### config.mk
export PLATFORM = sky130hd
export DESIGN_NAME = uart_rx_ctrl
export DESIGN_NICKNAME = d
export VERILOG_FILES = /design/src/rtl/uart_rx_ctrl.sv
export SDC_FILE = /design/constraint.sdc
export NUM_CORES = 1
export LEC_CHECK = 0
export CAP_MARGIN = 5
export CORE_MARGIN = 2
export CORE_UTILIZATION = 50
export CTS_CLUSTER_SIZE = 40
export DETAILED_ROUTE_END_ITERATION = 7
export GPL_TIMING_DRIVEN = 0
export PLACE_DENSITY = 0.82
export REMOVE_ABC_BUFFERS = 1
export SYNTH_ARGS = -nofsm -noshare
export SYNTH_HDL_FRONTEND = slang
export SYNTH_SLANG_ARGS = --single-unit
### constraint.sdc
create_clock -name clk_i -period 3.85 [get_ports clk_i]
set_input_delay 0.385 -clock clk_i [delete_from_list [all_inputs] [get_ports clk_i]]
set_output_delay 0.385 -clock clk_i [all_outputs]
set_load 0.01 [all_outputs]
### src/rtl/uart_rx_ctrl.sv
// UART receive sequencer: synchronizes rx, qualifies the start bit, strobes an external SIPO at
// each data-bit midpoint, checks the stop bit and hands the byte over via valid/ready.
module uart_rx_ctrl #(
  parameter int unsigned CLKS_PER_BIT = 16
) (
  input  logic       clk_i,
  input  logic       rst_ni,
  input  logic       rx_i,
  output logic       shift_en_o,
  output logic       sipo_in_o,
  input  logic [7:0] sipo_data_i,
  output logic [7:0] rx_data_o,
  output logic       rx_valid_o,
  input  logic       rx_ready_i,
  output logic       busy_o,
  output logic       frame_err_o,
  output logic       overrun_o
);

  localparam int unsigned CntW = $clog2(CLKS_PER_BIT);
  localparam int unsigned Half = CLKS_PER_BIT / 2;

  typedef enum logic [1:0] {StIdle, StStart, StData, StStop} state_e;

  state_e          state_q, state_d;
  logic [CntW-1:0] cnt_q, cnt_d;
  logic [2:0]      idx_q, idx_d;
  logic            rx_meta_q, rx_sync_q;
  logic [7:0]      rx_data_q, rx_data_d;
  logic            rx_valid_q, rx_valid_d;
  logic            frame_err_q, frame_err_d;
  logic            overrun_q, overrun_d;
  logic            shift_en;
  logic            capture;

  always_ff @(posedge clk_i or negedge rst_ni) begin
    if (!rst_ni) begin
      rx_meta_q   <= 1'b1;
      rx_sync_q   <= 1'b1;
      state_q     <= StIdle;
      cnt_q       <= '0;
      idx_q       <= '0;
      rx_data_q   <= '0;
      rx_valid_q  <= 1'b0;
      frame_err_q <= 1'b0;
      overrun_q   <= 1'b0;
    end else begin
      rx_meta_q   <= rx_i;
      rx_sync_q   <= rx_meta_q;
      state_q     <= state_d;
      cnt_q       <= cnt_d;
      idx_q       <= idx_d;
      rx_data_q   <= rx_data_d;
      rx_valid_q  <= rx_valid_d;
      frame_err_q <= frame_err_d;
      overrun_q   <= overrun_d;
    end
  end

  always_comb begin
    state_d     = state_q;
    cnt_d       = cnt_q;
    idx_d       = idx_q;
    shift_en    = 1'b0;
    capture     = 1'b0;
    frame_err_d = 1'b0;
    unique case (state_q)
      StIdle: begin
        cnt_d = '0;
        idx_d = '0;
        if (!rx_sync_q) state_d = StStart;
      end
      StStart: begin
        if (cnt_q == CntW'(Half - 1)) begin
          cnt_d   = '0;
          // A high line at the half-bit point was only a glitch.
          state_d = rx_sync_q ? StIdle : StData;
        end else begin
          cnt_d = cnt_q + CntW'(1);
        end
      end
      StData: begin
        if (cnt_q == CntW'(CLKS_PER_BIT - 1)) begin
          shift_en = 1'b1;
          cnt_d    = '0;
          idx_d    = idx_q + 3'd1;
          if (idx_q == 3'd7) state_d = StStop;
        end else begin
          cnt_d = cnt_q + CntW'(1);
        end
      end
      StStop: begin
        if (cnt_q == CntW'(CLKS_PER_BIT - 1)) begin
          cnt_d       = '0;
          state_d     = StIdle;
          capture     = rx_sync_q;
          frame_err_d = ~rx_sync_q;
        end else begin
          cnt_d = cnt_q + CntW'(1);
        end
      end
      default: state_d = StIdle;
    endcase
  end

  // A capture coinciding with rx_ready consumes the old byte, so it is not an overrun.
  always_comb begin
    rx_data_d  = capture ? sipo_data_i : rx_data_q;
    rx_valid_d = capture | (rx_valid_q & ~rx_ready_i);
    overrun_d  = capture & rx_valid_q & ~rx_ready_i;
  end

  assign shift_en_o  = shift_en;
  assign sipo_in_o   = rx_sync_q;
  assign rx_data_o   = rx_data_q;
  assign rx_valid_o  = rx_valid_q;
  assign busy_o      = (state_q != StIdle);
  assign frame_err_o = frame_err_q;
  assign overrun_o   = overrun_q;

endmodule

After elaboration in Yosys (flattened, before gate mapping)
Index checks and enable logic that the tools add are counted.

operators by class
  add/subtract/negate cells = 2
  order comparisons = 0
  $mul = 0
  div/mod/pow operators = 0
  muxes and demuxes = 18
  eq/ne operators = 11
  shifts and indexed selects = 0
  bitwise logic cells = 6
  reduce and logical (&&, ||, !) cells = 6

operators with widths
  cell                   count
  $mux W2                6
  $pmux W4 S3            1
  $ne A2 B2 Y1 const B   5
  $mux W4                2
  $pmux W2 S4            1
  $mux W1                6
  $pmux W3 S2            1
  $reduce_and A5 Y1      1
  $add A4 B1 Y4 const B  1
  $eq A2 B2 Y1 const B   2
  $eq A4 B3 Y1 const B   1
  $eq A4 B4 Y1 const B   1
  $reduce_bool A2 Y1     2
  $add A3 B1 Y3 const B  1
  $and A1 B1 Y1          3
  $eq A3 B3 Y1 const B   1
  $mux W3                1
  $eq A2 B1 Y1 const B   1
  $logic_not A2 Y1       1
  $not A1 Y1             2
  $reduce_and A2 Y1      1
  $reduce_or A2 Y1       1
  $or A1 B1 Y1           1

word-level totals
  latch bits = 0
  flip-flop bits (word level) = 22
  word-level logic and storage cells = 52
  output and inout bits = 14
  input bits = 12
  memories kept = 0
  memory bits (writable) = 0
  bits in read-only memories = 0

Logic depth before layout (Yosys ltp)
Gate-level depths: netlist of the first run.

  depth after elaboration = 5
  gate-level depth with buffers = 5
  mapped depth without buffers = 4

Least setup slack after synthesis of the first run
Ideal clock, no wire load.

  kind = register to output
  from = register cnt_q[0]
  to = output shift_en_o
  slack = 2.334 ns
  arrival time = 1.131 ns
  path buffers = 1
  required time = 3.465 ns
  cell stages (with the launch flop) = 5
  path through = dfrtp_1 -> ha_1 -> buf_6 -> and4b_4 -> and2_2

between the ends
  cells in the longest elaborated chain, start to end = 3

ends and longest elaborated chain
  item                    line  source
  from (decl)             26    logic [CntW-1:0] cnt_q, cnt_d;
  from (signal assigned)  51    cnt_q <= cnt_d;
  $eq A4 B4 Y1            83    if (cnt_q == CntW'(CLKS_PER_BIT - 1)) begin
  $mux W1                 83
  $mux W1                 67    unique case (state_q)
  to (decl)               9     output logic shift_en_o,

No other way between the ends.

Worst setup path after layout of the first run
Same ends and word-level chain as after synthesis.

==> results.cfg, run 1 <==
[route]
drt_iter0_markers = 10
wl_um = 1680
drc = 0
wl_per_cell_um = 13.4
via_per_inst = 5.29
detail-route-antenna-nets = 0
dr.pass1.iters = 6
num_vias = 667

[setup_path]
cp_max_fo = 8
critPathKind = flop to output port
critPathTopFamily = buffers and inverters
critPathLaunchType = flop
crit_path_top_delay_cell = clkdlybuf4s50_1
critPathMaxStageDelay_ps = 530
path_cells = ha_1 -> and4b_4 -> and2_2 -> clkdlybuf4s50_1
cp.arrival_ps = 2100
path_buf_inv = 1
critPathCaptureType = output port
worstPathRequired_ps = 3460

[layout]
fin_cells = 126
fillers = 151
syn2layout_area_growth_pct = 28.1
fin_nets = 115
layout-drive-gt1-share_pct = 14.1
num_antenna_cells = 0

[sta]
grt_setup_unrepaired = false
period_share_pct = 64.4
fin_ws_ps = 1370
slew_viol_final = 0
hold_ws_ps = 363
setup_violations = 0
tns_ps = 0
finalClockSkew_ps = 7.91
tightest_slew_ps = 919
hold_violations = 0
slew_headroom_pct = 38.5
max_freq_mhz = 403
fin_crit_ps = 2480

[placed_design]
place_inst = 122
hpwlAfterDp_um = 1280
gp_congestion = 0.708
port-buffer-count = 25
post-place-ws_ps = 1740

[power_and_ir_drop]
leakagePower_nw = 0.568
power_density_mw_per_mm2 = 597
ir_drop_mv = 0.440

[flow_run]
cap_violations = 0

[worst_hold_path]
hp-class = flop to flop

[die]
start_util_pct = 52.3
core_area_sq_mm = 0.00192
die-area_sq_mm = 0.00238
die_y_um = 48.8
die-width_um = 48.8
ios = 26
rows = 16

[synth]
synth_edf_count = 0
yosysTopAreaCell = dfrtp_1
synth_top_area_share_pct = 49.8
avgSynthCellArea_sq_um = 13.4
yosys_warnings = 0
ys_ff_latch = 22
synth_cell_type_count = 34
syn_inst = 75
ys_seq_area_share_pct = 55.0
synthArstFlopShare_pct = 100
synth_ff_type = dfrtp_1
synth_area_sq_mm = 0.00100
synth.area.top_cells = dfrtp_1 (50%), mux2_1 (9.0%), dfstp_2 (5.2%)

[global_route]
grt_max_degree = 23
grt_overflow = 0
grt_pass1_wl_um = 3020
first_global_vias = 658
grt_use_total_pct = 16.5
antenna_found_initial = 0

[clock_tree]
cts_sinks = 22
clkTransAtPathRegs_ps = 120
cts_buffer_depth = 2
cts_resized = 0
insertion_delay_ps = 300
h-tree-depth = 1
numCtsBuffers = 3
cts_tree = built
cts.hold.buffers_added = 0
root_buffer = clkbuf_4
post_cts_buffers = 0

[run_status]
status = finished clean
[flip-flops by register name, indices dropped and copies added, names as in the netlist, named ones only]
signal       count
rx_data_o        8
cnt_q            4
idx_q            3
frame_err_o      1
overrun_o        1
rx_meta_q        1
rx_valid_o       1
sipo_in_o        1
state_q          1
[synth_stat cells, types with 2 or more instances]
cell type	n
a21oi_1	2
a22o_1	5
and2_1	2
buf_2	3
buf_6	2
dfrtp_1	20
dfstp_2	2
ha_1	3
inv_1	2
mux2_1	8
nand2_1	2
nand3_1	2
[layer usage]
metal	wire length, um	up-vias	share of wire [%]	track usage [%]
met3	73	2	4.3	2.76
met1	704	327	42	21.2
li1	-	319	-	-
met5	0	-	0	0
met4	27	0	1.6	7.14
met2	878	19	52	27.6
[cell type report]
cell class	count	area [sq um]	area share [%]
Clock buffer	4	36.3	2.82
Tap cell	27	33.8	2.62
Multi-Input combinational cell	46	407	31.6
Inverter	2	7.51	0.583
Timing Repair Buffer	25	250	19.4
Sequential cell	22	553	43.0
[power by group]
group / internal (mW) / switching (mW) / leakage (nW) / total [mW]
combinational: 0.157 / 0.104 / 0.273 / 0.261
sequential: 0.297 / 0.0864 / 0.274 / 0.383
clock: 0.0576 / 0.0670 / 0.0210 / 0.125
total: 0.511 / 0.257 / 0.568 / 0.769
[worst reg2reg max path: cells and delay by family, from the launching register on]
family                     cells  cell delay, ps
and+or+nand+nor                2             420
DFF                            1             410
adders and majority gates      1             380
muxes                          1             350
[final timing paths]
path                            slack, ps  startpoint      endpoint  cells after the start
worst max-delay path                 1370    cnt_q[0]    shift_en_o                      4
worst min-delay path                  360   rx_meta_q     sipo_in_o                      0
worst max register to register       2190    cnt_q[0]  rx_data_o[5]                      4
worst min register to register        360   rx_meta_q     sipo_in_o                      0
max in group asynchronous            2700      rst_ni    rx_valid_o                      1
min in group asynchronous             580      rst_ni      cnt_q[0]                      1
[kinds of logic after synthesis]
logic type | synth area share (%)
compound gates | 11.0
xor+xnor | 0.872
fa+ha+maj | 3.74
buf+inv | 4.48
flops | 55.0
mux | 10.1
simple gates | 14.8
[per-stage QoR]
step / area [sq um] / utilization [%] / power (mW)
after floorplan: 967 / - / 0.541
after global placement: 1250 / 65.1 / 0.636
after detailed placement: 1250 / 65.1 / 0.654
after CTS: 1290 / 67.0 / 0.775
after global routing: 1290 / 67.0 / 0.827
final: 1290 / 67.0 / 0.769
[placed cells by master, fill, tap and decap left out, drive strengths merged]
cell / synthesis / layout
a21oi: 2 / 2
a22o: 6 / 6
a311oi: 1 / 1
a31oi: 1 / 1
and2: 3 / 3
and4b: 1 / 1
clkbuf: 0 / 4
clkdlybuf4s50: 0 / 25
dfrtp: 20 / 20
dfstp: 2 / 2
ha: 3 / 3
inv: 2 / 2
mux2: 9 / 9
nand2: 2 / 2
nand3: 4 / 4
nand3b: 1 / 1
nand4: 1 / 1
nor2: 2 / 2
nor3: 1 / 1
nor3b: 1 / 1
nor4: 1 / 1
o21bai: 1 / 1
o22a: 1 / 1
o22ai: 1 / 1
o311ai: 1 / 1
or2: 1 / 1
or2b: 1 / 1
xor2: 1 / 1
Note: power is estimated with default switching activity, not from simulation.
==> run 2, diff against run 1 <==
--- a/config.mk
+++ b/config.mk
@@ -7,11 +7,11 @@
 export LEC_CHECK = 0
 export CAP_MARGIN = 5
 export CORE_MARGIN = 2
-export CORE_UTILIZATION = 50
+export CORE_UTILIZATION = 42
 export CTS_CLUSTER_SIZE = 40
 export DETAILED_ROUTE_END_ITERATION = 7
 export GPL_TIMING_DRIVEN = 0
-export PLACE_DENSITY = 0.82
+export PLACE_DENSITY = 0.73
 export REMOVE_ABC_BUFFERS = 1
 export SYNTH_ARGS = -nofsm -noshare
 export SYNTH_HDL_FRONTEND = slang
==> constraint.sdc (replaced) <==
create_clock -name clk_i -period 2.2 [get_ports clk_i]
set_input_delay 0.22 -clock clk_i [delete_from_list [all_inputs] [get_ports clk_i]]
set_output_delay 0.22 -clock clk_i [all_outputs]
set_load 0.01 [all_outputs]
==> run 2 against run 1 <==
Net effect:
- clock power rose by 74%
- clock skew fell by 2.4 ps
- flip-flop and latch count did not move
- total power rose by 80%
- clock-buffer cell count did not move
- core utilization fell by 8.2 points
- first-iteration DRC count fell by 70%
- sequential power rose by 79%
- largest cell class unchanged
- largest power group unchanged
==> results.cfg, run 2 (synthesized netlist as in run 1, its figures left out) <==
[setup_path]
worstPathRequired_ps = 1980
critPathLaunchType = flop
cp.arrival_ps = 1740
rr_worst_depth = 3
critPathCaptureType = output port
cp_max_fo = 15
worst-r2r-setup-slack_ps = 650
critPathKind = flop to output port
timing.rr.end = rx_data_o[2]

[layout]
syn2layout_area_growth_pct = 30.8
largest_register_ffs = 8
layout_common_cells = clkdlybuf4s50_1 (24), dfrtp_1 (18), mux2_1 (8)
layout_commonest_cell = clkdlybuf4s50_1
fin_nets = 116
layout-drive-gt1-share_pct = 18.0
fillers = 199
finish.instance_area_sq_mm = 0.00131
num_antenna_cells = 0

[worst_hold_path]
min_from = rx_i
hold_depth = 1
whs_endpoint = rx_meta_q
hp-class = input port to flop

[placed_design]
gp_congestion = 0.705
hpwlAfterDp_um = 1190
place_area_sq_mm = 0.00125
post-place-ws_ps = 278
port-buffer-count = 25

[power_and_ir_drop]
leakagePower_nw = 0.590
ir_drop_mv = 0.687
totalPowerFinal_mw = 1.38
power_density_mw_per_mm2 = 1050

[clock_tree]
cts_buffer_depth = 2
root_buffer = clkbuf_4
insertion_delay_ps = 300
numCtsBuffers = 3
cts.hold.buffers_added = 0
cts_tree = built
clkTransAtPathRegs_ps = 120
cts_sinks = 22
h-tree-depth = 1

[sta]
max_freq_mhz = 511
tightest_slew_ps = 931
fin_ws_ps = 243
grt_setup_unrepaired = false
fin_crit_ps = 1960
hold_ws_ps = 304
period_share_pct = 89.0
slew_viol_final = 0
finalClockSkew_ps = 5.49
hold_violations = 0
setup_violations = 0
slew_headroom_pct = 37.7
tns_ps = 0

[route]
dr.pass1.iters = 2
num_vias = 658
drc = 0
wl_per_cell_um = 13.2
wl_um = 1690
detail-route-antenna-nets = 0
via_per_inst = 5.14
drt_iter0_markers = 3

[global_route]
grt_pass1_wl_um = 2760
grt_use_total_pct = 13.9
grt_max_degree = 23
antenna_found_initial = 0
first_global_vias = 616
grt_overflow = 0

[die]
die-area_sq_mm = 0.00280
rows = 17
core_area_sq_mm = 0.00223
die_y_um = 52.9
die-width_um = 52.9
ios = 26
start_util_pct = 45.0

[run_status]
status = finished clean

[flow_run]
cap_violations = 0
run 2: layer usage:
metal  global-route usage (%)  wire, um
met1                     18.2       785
met2                     21.0       799
met3                     4.24        75
met4                     6.41        27
met5                        0         0
run 2: cell type report:
cell class	count	area [sq um]	area share, %
Clock buffer	4	36.3	2.76
Inverter	2	7.51	0.571
Multi-Input combinational cell	46	419	31.9
Sequential cell	22	556	42.3
Tap cell	28	35.0	2.67
Timing Repair Buffer	26	260	19.8
run 2: worst max-delay path by stage:
stage          startpoint      endpoint
2_1_floorplan    cnt_q[0]  rx_data_o[0]
3_3_place_gp     cnt_q[0]    shift_en_o
3_5_place_dp     cnt_q[0]    shift_en_o
4_1_cts          cnt_q[0]    shift_en_o
5_1_grt              flop        busy_o
6_report             flop        busy_o
run 2: power breakdown:
group	total (mW)	switching (mW)	internal, mW
Sequential	0.686	0.163	0.523
Clock	0.217	0.116	0.101
Combinational	0.482	0.184	0.298
Total	1.38	0.463	0.921
run 2: worst max-delay path: stages, from the launching register on:
cell	delay (ps)
dfrtp_1	560
or2_2	380
clkdlybuf4s50_1	480
run 2: per-stage QoR:
stage | util [%] | std cells
floorplan | - | 70
global placement | 56.1 | 123
detailed placement | 56.1 | 123
CTS | 57.8 | 127
global route | 58.8 | 128
finish | 58.8 | 128
run 2: timing repair:
item / 4_1_cts / 5_1_grt
setup endpoints to repair: 1 / 1
setup buffers: 0 / 1
pin swaps: 0 / 1
gates resized for setup: 1 / 4
